<file path="src/rtl/wb_write_queue_pkg.sv">
// Shared regfile package for the write-back queue.
// Provides the architectural register count, register width, the derived
// register-address width, and a one-hot decoder for per-register write enables.
package wb_write_queue_pkg;

  localparam int unsigned RF_NREG  = 32;
  localparam int unsigned RF_WIDTH = 32;
  localparam int unsigned RF_AW    = $clog2(RF_NREG);

  // One-hot decode of a register index into a per-register enable vector.
  function automatic logic [RF_NREG-1:0] rf_onehot(input logic [RF_AW-1:0] idx);
    logic [RF_NREG-1:0] vec;
    vec      = {RF_NREG{1'b0}};
    vec[idx] = 1'b1;
    return vec;
  endfunction

endpackage

</file>
<file path="src/rtl/wbq_fwd_match.sv">
// Youngest-match search for register forwarding.
// Candidates are ordered by age: index 0 is the oldest, index NC-1 the youngest.
// Ports:
//   cand_vld_i  - per-candidate valid
//   cand_addr_i - per-candidate destination register index
//   cand_data_i - per-candidate data
//   rd_addr_i   - read address being checked
//   hit_o       - some valid candidate targets rd_addr_i (never for register 0)
//   data_o      - data of the youngest matching candidate, 0 when no hit
module wbq_fwd_match #(
  parameter int unsigned NC    = 5,
  parameter int unsigned AW    = 5,
  parameter int unsigned WIDTH = 32
) (
  input  logic [NC-1:0]            cand_vld_i,
  input  logic [NC-1:0][AW-1:0]    cand_addr_i,
  input  logic [NC-1:0][WIDTH-1:0] cand_data_i,
  input  logic [AW-1:0]            rd_addr_i,
  output logic                     hit_o,
  output logic [WIDTH-1:0]         data_o
);

  logic             hit_s;
  logic [WIDTH-1:0] data_s;
  logic             match_s;

  // Scan oldest to youngest so a later (younger) match overrides an earlier one.
  always_comb begin
    hit_s   = 1'b0;
    data_s  = {WIDTH{1'b0}};
    match_s = 1'b0;
    for (int i = 0; i < NC; i++) begin
      match_s = cand_vld_i[i] && (cand_addr_i[i] == rd_addr_i) && (rd_addr_i != {AW{1'b0}});
      hit_s   = hit_s | match_s;
      data_s  = match_s ? cand_data_i[i] : data_s;
    end
  end

  assign hit_o  = hit_s;
  assign data_o = data_s;

endmodule

</file>
<file path="src/rtl/wb_write_queue.sv">
// Write-back queue in front of a negative-edge-capturing register array.
// Requests are buffered in a small FIFO and drained one per cycle as a
// registered one-hot write enable plus broadcast data. Pending and in-flight
// entries are searched for read-port forwarding.
// Ports:
//   clk, rst               - clock, asynchronous active-high reset
//   in_valid/in_addr/in_data, in_ready - write-back request handshake
//   drain_stall            - hold the head entry (no write this cycle)
//   wr_en, wr_data         - registered write to the register array
//   rd_addr_a/b            - read addresses checked for forwarding
//   fwd_hit_a/b, fwd_data_a/b - forwarding results (youngest pending write)
//   level                  - number of queued entries
module wb_write_queue
  import wb_write_queue_pkg::*;
#(
  parameter int unsigned DEPTH = 4,
  parameter int unsigned NREG  = RF_NREG,
  parameter int unsigned WIDTH = RF_WIDTH,
  localparam int unsigned AW   = $clog2(NREG),
  localparam int unsigned PW   = $clog2(DEPTH),
  localparam int unsigned LW   = PW + 1
) (
  input  logic             clk,
  input  logic             rst,
  input  logic             in_valid,
  input  logic [AW-1:0]    in_addr,
  input  logic [WIDTH-1:0] in_data,
  output logic             in_ready,
  input  logic             drain_stall,
  output logic [NREG-1:0]  wr_en,
  output logic [WIDTH-1:0] wr_data,
  input  logic [AW-1:0]    rd_addr_a,
  input  logic [AW-1:0]    rd_addr_b,
  output logic             fwd_hit_a,
  output logic             fwd_hit_b,
  output logic [WIDTH-1:0] fwd_data_a,
  output logic [WIDTH-1:0] fwd_data_b,
  output logic [LW-1:0]    level
);

  localparam int unsigned NC = DEPTH + 1;

  // Flat storage array
  logic [AW-1:0]    addr_q [DEPTH];
  logic [WIDTH-1:0] data_q [DEPTH];

  logic [PW-1:0]    head_q,     head_d;
  logic [PW-1:0]    tail_q,     tail_d;
  logic [LW-1:0]    level_q,    level_d;
  logic [NREG-1:0]  wr_en_q,    wr_en_d;
  logic [WIDTH-1:0] wr_data_q,  wr_data_d;
  // Address and valid of the entry currently on wr_en/wr_data (still forwardable
  // until the register array captures it on the falling edge).
  logic [AW-1:0]    out_addr_q, out_addr_d;
  logic             out_vld_q,  out_vld_d;

  logic in_ready_s;
  logic push_s;
  logic pop_s;

  logic [NC-1:0]            cand_vld_s;
  logic [NC-1:0][AW-1:0]    cand_addr_s;
  logic [NC-1:0][WIDTH-1:0] cand_data_s;

  // A full queue refuses even if it pops this cycle; register 0 requests are
  // acknowledged but dropped.
  assign in_ready_s = (level_q < LW'(DEPTH));
  assign push_s     = in_valid && in_ready_s && (in_addr != {AW{1'b0}});
  assign pop_s      = (level_q != {LW{1'b0}}) && !drain_stall;

  // Next-state for pointers, occupancy and the registered write port.
  always_comb begin
    head_d     = head_q;
    tail_d     = tail_q;
    level_d    = level_q;
    wr_en_d    = {NREG{1'b0}};
    wr_data_d  = wr_data_q;
    out_addr_d = out_addr_q;
    out_vld_d  = 1'b0;
    if (pop_s) begin
      head_d     = head_q + PW'(1);
      wr_en_d    = rf_onehot(addr_q[head_q]);
      wr_data_d  = data_q[head_q];
      out_addr_d = addr_q[head_q];
      out_vld_d  = 1'b1;
    end else begin
      head_d     = head_q;
    end
    if (push_s) begin
      tail_d = tail_q + PW'(1);
    end else begin
      tail_d = tail_q;
    end
    case ({push_s, pop_s})
      2'b10:   level_d = level_q + LW'(1);
      2'b01:   level_d = level_q - LW'(1);
      default: level_d = level_q;
    endcase
  end

  // Control and write-port registers.
  always_ff @(posedge clk or posedge rst) begin
    if (rst) begin
      head_q     <= {PW{1'b0}};
      tail_q     <= {PW{1'b0}};
      level_q    <= {LW{1'b0}};
      wr_en_q    <= {NREG{1'b0}};
      wr_data_q  <= {WIDTH{1'b0}};
      out_addr_q <= {AW{1'b0}};
      out_vld_q  <= 1'b0;
    end else begin
      head_q     <= head_d;
      tail_q     <= tail_d;
      level_q    <= level_d;
      wr_en_q    <= wr_en_d;
      wr_data_q  <= wr_data_d;
      out_addr_q <= out_addr_d;
      out_vld_q  <= out_vld_d;
    end
  end

  // Entry storage: the tail slot is written on an accepted push.
  always_ff @(posedge clk or posedge rst) begin
    if (rst) begin
      for (int i = 0; i < DEPTH; i++) begin
        addr_q[i] <= {AW{1'b0}};
        data_q[i] <= {WIDTH{1'b0}};
      end
    end else if (push_s) begin
      addr_q[tail_q] <= in_addr;
      data_q[tail_q] <= in_data;
    end
  end

  // Build the age-ordered candidate list: slot 0 is the in-flight write
  // (oldest), slots 1..DEPTH are queue entries from head to tail.
  always_comb begin
    cand_vld_s     = {NC{1'b0}};
    cand_addr_s    = '0;
    cand_data_s    = '0;
    cand_vld_s[0]  = out_vld_q;
    cand_addr_s[0] = out_addr_q;
    cand_data_s[0] = wr_data_q;
    for (int i = 0; i < DEPTH; i++) begin
      cand_vld_s[i+1]  = (LW'(i) < level_q);
      cand_addr_s[i+1] = addr_q[head_q + PW'(i)];
      cand_data_s[i+1] = data_q[head_q + PW'(i)];
    end
  end

  wbq_fwd_match #(.NC(NC), .AW(AW), .WIDTH(WIDTH)) u_fwd_a (
    .cand_vld_i  (cand_vld_s),
    .cand_addr_i (cand_addr_s),
    .cand_data_i (cand_data_s),
    .rd_addr_i   (rd_addr_a),
    .hit_o       (fwd_hit_a),
    .data_o      (fwd_data_a)
  );

  wbq_fwd_match #(.NC(NC), .AW(AW), .WIDTH(WIDTH)) u_fwd_b (
    .cand_vld_i  (cand_vld_s),
    .cand_addr_i (cand_addr_s),
    .cand_data_i (cand_data_s),
    .rd_addr_i   (rd_addr_b),
    .hit_o       (fwd_hit_b),
    .data_o      (fwd_data_b)
  );

  assign in_ready = in_ready_s;
  assign wr_en    = wr_en_q;
  assign wr_data  = wr_data_q;
  assign level    = level_q;

endmodule

</file>
<file path="config.mk">
export PLATFORM = sky130hd
export DESIGN_NAME = wb_write_queue
export DESIGN_NICKNAME = d
export VERILOG_FILES = /design/src/rtl/wb_write_queue_pkg.sv /design/src/rtl/wbq_fwd_match.sv /design/src/rtl/wb_write_queue.sv
export SDC_FILE = /design/constraint.sdc
export NUM_CORES = 1
export LEC_CHECK = 0
export BUFFER_PORTS_ARGS = -buffer_cell sky130_fd_sc_hd__buf_4
export CAP_MARGIN = 25
export CELL_PAD_IN_SITES_DETAIL_PLACEMENT = 2
export CELL_PAD_IN_SITES_GLOBAL_PLACEMENT = 2
export CORE_MARGIN = 2
export CORE_UTILIZATION = 34
export DETAILED_ROUTE_END_ITERATION = 7
export PLACE_DENSITY = 0.82
export SLEW_MARGIN = 20
export SYNTH_ARGS = -nofsm -noshare
export SYNTH_HDL_FRONTEND = slang
export SYNTH_SLANG_ARGS = --single-unit
</file>
<file path="constraint.sdc">
create_clock -name clk -period 6.5 [get_ports clk]
set_input_delay 0.325 -clock clk [delete_from_list [all_inputs] [get_ports clk]]
set_output_delay 0.325 -clock clk [all_outputs]
set_load 0.05 [all_outputs]
</file>
==> results.json <==
{
  "synth_nets": 1865,
  "syn_to_final_growth_pct": 15.9,
  "dr_total_vias": 15500,
  "ctsLongestPathBuffers": 3,
  "dp_slack_ps": 1830,
  "critical_path.cell_chain": "mux2i_1 -> xnor2_1 -> nor4_1 -> a22o_1 -> buf_4 -> a21bo_2 -> o221ai_1 -> buf_4",
  "die_w_um": 223,
  "start_util_pct": 34.3,
  "outcome": "finished, final reports clean",
  "synth-seq-cells": 225,
  "clock_skew_ps": 14.2,
  "grt_pass1_wl_mm": 110,
  "period_share_pct": 82.9,
  "holdCritPathClass": "in -> reg",
  "rsz0062_at_grt": "false",
  "synth_compound_area_share_pct": 19.2,
  "synth_flop_cell": "dfrtp_1",
  "yosysUniqueCellTypes": 58,
  "instances_no_fill": 2494,
  "grt_pass1_vias": 16400,
  "path_clk_slew_ps": 60,
  "place_congestion": 0.887,
  "synth-xor-area-share_pct": 3.18,
  "dieArea_um2": 49600,
  "max_stage_delay_ps": 840,
  "dpl.hpwl_mm": 49.8,
  "synth_fa_ha_area_share_pct": 0.693,
  "clk_latency_ps": 590,
  "cts_tree": "done",
  "core_area_um2": 47400,
  "cp-start-kind": "flop",
  "dr.pass1.iters": 5,
  "cts-root-buf": "clkbuf_16",
  "setup_ws_ps": 1110,
  "core.rowCount": 80,
  "synth-simple-area-share_pct": 15.3,
  "ant_nets": 0,
  "cts.sinks": 225,
  "grt_max_degree": 184,
  "drt_iter0_drc": 1337,
  "postSynth.asyncResetShare_pct": 100,
  "synth_mux_area_share_pct": 19.8,
  "syn_area_per_cell_um2": 9.01,
  "post-place-cells": 2423,
  "synth_top_family_by_area": "multiplexers",
  "finalCriticalPeriod_ps": 5390,
  "crit_arrival_ps": 5060,
  "crit_required_ps": 6170,
  "cts_buffers": 27,
  "cp_common_cell": "buf_4",
  "setup-tns-final_ps": 0,
  "maxCapViolCount": 0,
  "antenna_found_initial": 4,
  "final_nets": 1918,
  "cp-end-kind": "primary output",
  "die_y_um": 223,
  "io_buffers": 184,
  "vias_per_cell": 6.20,
  "gr-total-overflow": 0,
  "drc": 0,
  "synth_cells": 1805,
  "max_freq_mhz": 186,
  "critical_path_class": "reg -> out",
  "ys_seq_area_share_pct": 34.6,
  "synth_area_leader_cell": "dfrtp_1",
  "wl_mm": 73.5,
  "whs_ps": 9.43,
  "crit_slowest_cell": "a21bo_2",
  "drive_gt1_share_pct": 25.9,
  "synth_area_leaders": "dfrtp_1 35%, mux2_2 13%, mux2i_1 5.1%",
  "synth_top_area_share_pct": 34.6,
  "worstPathMaxFanout": 32,
  "wire_per_inst_um": 29.5,
  "ctsHtreeMaxLevel": 1,
  "syn_area_um2": 16300,
  "hold_viol": 0,
  "grtUsageTotal_pct": 29.1,
  "synth_edf_count": 0,
  "ios": 185,
  "finalSetupViolCount": 0,
  "relSlewSlack_pct": 24.9,
  "timing.final.max_slew_violations": 0,
  "yosysWarnings": 0,
  "post_cts_buffers": 0,
  "worst_pin_slew_ps": 1130
}
cells in the mapped netlist, types with 5 or more instances:
cell type / number
buf_2: 60
buf_1: 11
mux2_2: 186
o21ai_0: 49
nand2_1: 195
xor2_1: 16
xnor2_1: 43
o31ai_1: 64
buf_4: 40
clkbuf_1: 96
ha_1: 9
a21oi_1: 153
o211ai_1: 65
and2_1: 9
nand3b_1: 7
dfrtp_1: 225
a211oi_1: 52
nor4_1: 5
nor3_1: 19
mux2i_1: 83
o221ai_1: 64
and3_1: 63
nand3_1: 101
inv_1: 36
nor2_1: 68
mux4_2: 10
nor2b_1: 33
kinds of logic (layout without fill, tap and decap cells):
kind of cell | Yosys count | in the layout
flip-flops | 225 | 225
AND/OR/NAND/NOR | 516 | 516
other | 0 | 1
buffers and inverters | 247 | 320
multiplexers | 283 | 283
XOR/XNOR | 59 | 59
adder cells (fa/ha/maj) | 9 | 9
AO/OA/AOI/OAI | 466 | 466
worst paths after layout:
check	start	to	slack (ps)	depth (start not counted)
min reg2reg	data_q[27]	data_q[27]	520	1
max in group asynchronous	rst	head_q[1]	4790	5
min	in_data[28]	data_q[124]	9	2
max	head_q[1]	fwd_data_a[21]	1110	8
max reg2reg	head_q[1]	wr_data[8]	3480	5
min in group asynchronous	rst	data_q[122]	400	3
critical path: cells and delay by family, from the launching register on:
kind	cells	cell delay (ps)
multiplexers	1	460
XOR/XNOR	1	150
AO/OA/AOI/OAI	3	1880
buffers and inverters	2	800
AND/OR/NAND/NOR	1	390
flip-flops	1	780
placed cells by master, fill, tap and decap left out, drive strengths merged, types with 65 or more instances in the layout:
master and instances:
buf 215, o211ai 65, a21oi 154, mux2i 87, mux2 186, nand3 101
dfrtp 225, nand2 195, nor2 68
what timing repair did:
| action | 4_1_cts | 5_1_grt |
|---|---|---|
| endpoints found under the hold margin | 144 | 0 |
| setup endpoints to repair | 0 | 0 |
| gates resized for setup | 0 | 0 |
| hold buffers | 19 | 0 |
cell type report:
| class | instances | area [um^2] |
|---|---|---|
| Inverter | 37 | 149 |
| Timing Repair Buffer | 234 | 1850 |
| Sequential cell | 225 | 5640 |
| Tap cell | 615 | 769 |
| Clock buffer | 37 | 753 |
| Clock inverter | 12 | 153 |
| Multi-Input combinational cell | 1333 | 9520 |
| Antenna cell | 1 | 2.50 |
| Fill cell | 5173 | 28600 |
metal layers:
metal  vias to the layer above  wire [um]  share of wire, %  GRT usage, %
met3                       124       5120               7.0          5.57
met1                      8033      32600                44          40.6
met2                       609      33400                45          45.5
met5                         -         27             0.037             0
li1                       6682          -                 -             -
met4                         4       2270               3.1          9.03
state kept, by name, indices dropped and copies added (netlist names):
name,count
data_q,128
wr_data,32
wr_en,32
addr_q,20
out_addr_q,5
level,3
head_q,2
tail_q,2
out_vld_q,1
per-stage QoR:
step / utilization, % / cell area (um^2)
floorplan: - / 16300
global placement: 37.3 / 17700
detailed placement: 37.3 / 17700
CTS: 39.6 / 18800
global route: 39.7 / 18800
finish: 39.7 / 18800
Power is not shown: default switching activity piles up to over one toggle a cycle in this logic, so the estimate is an artifact.
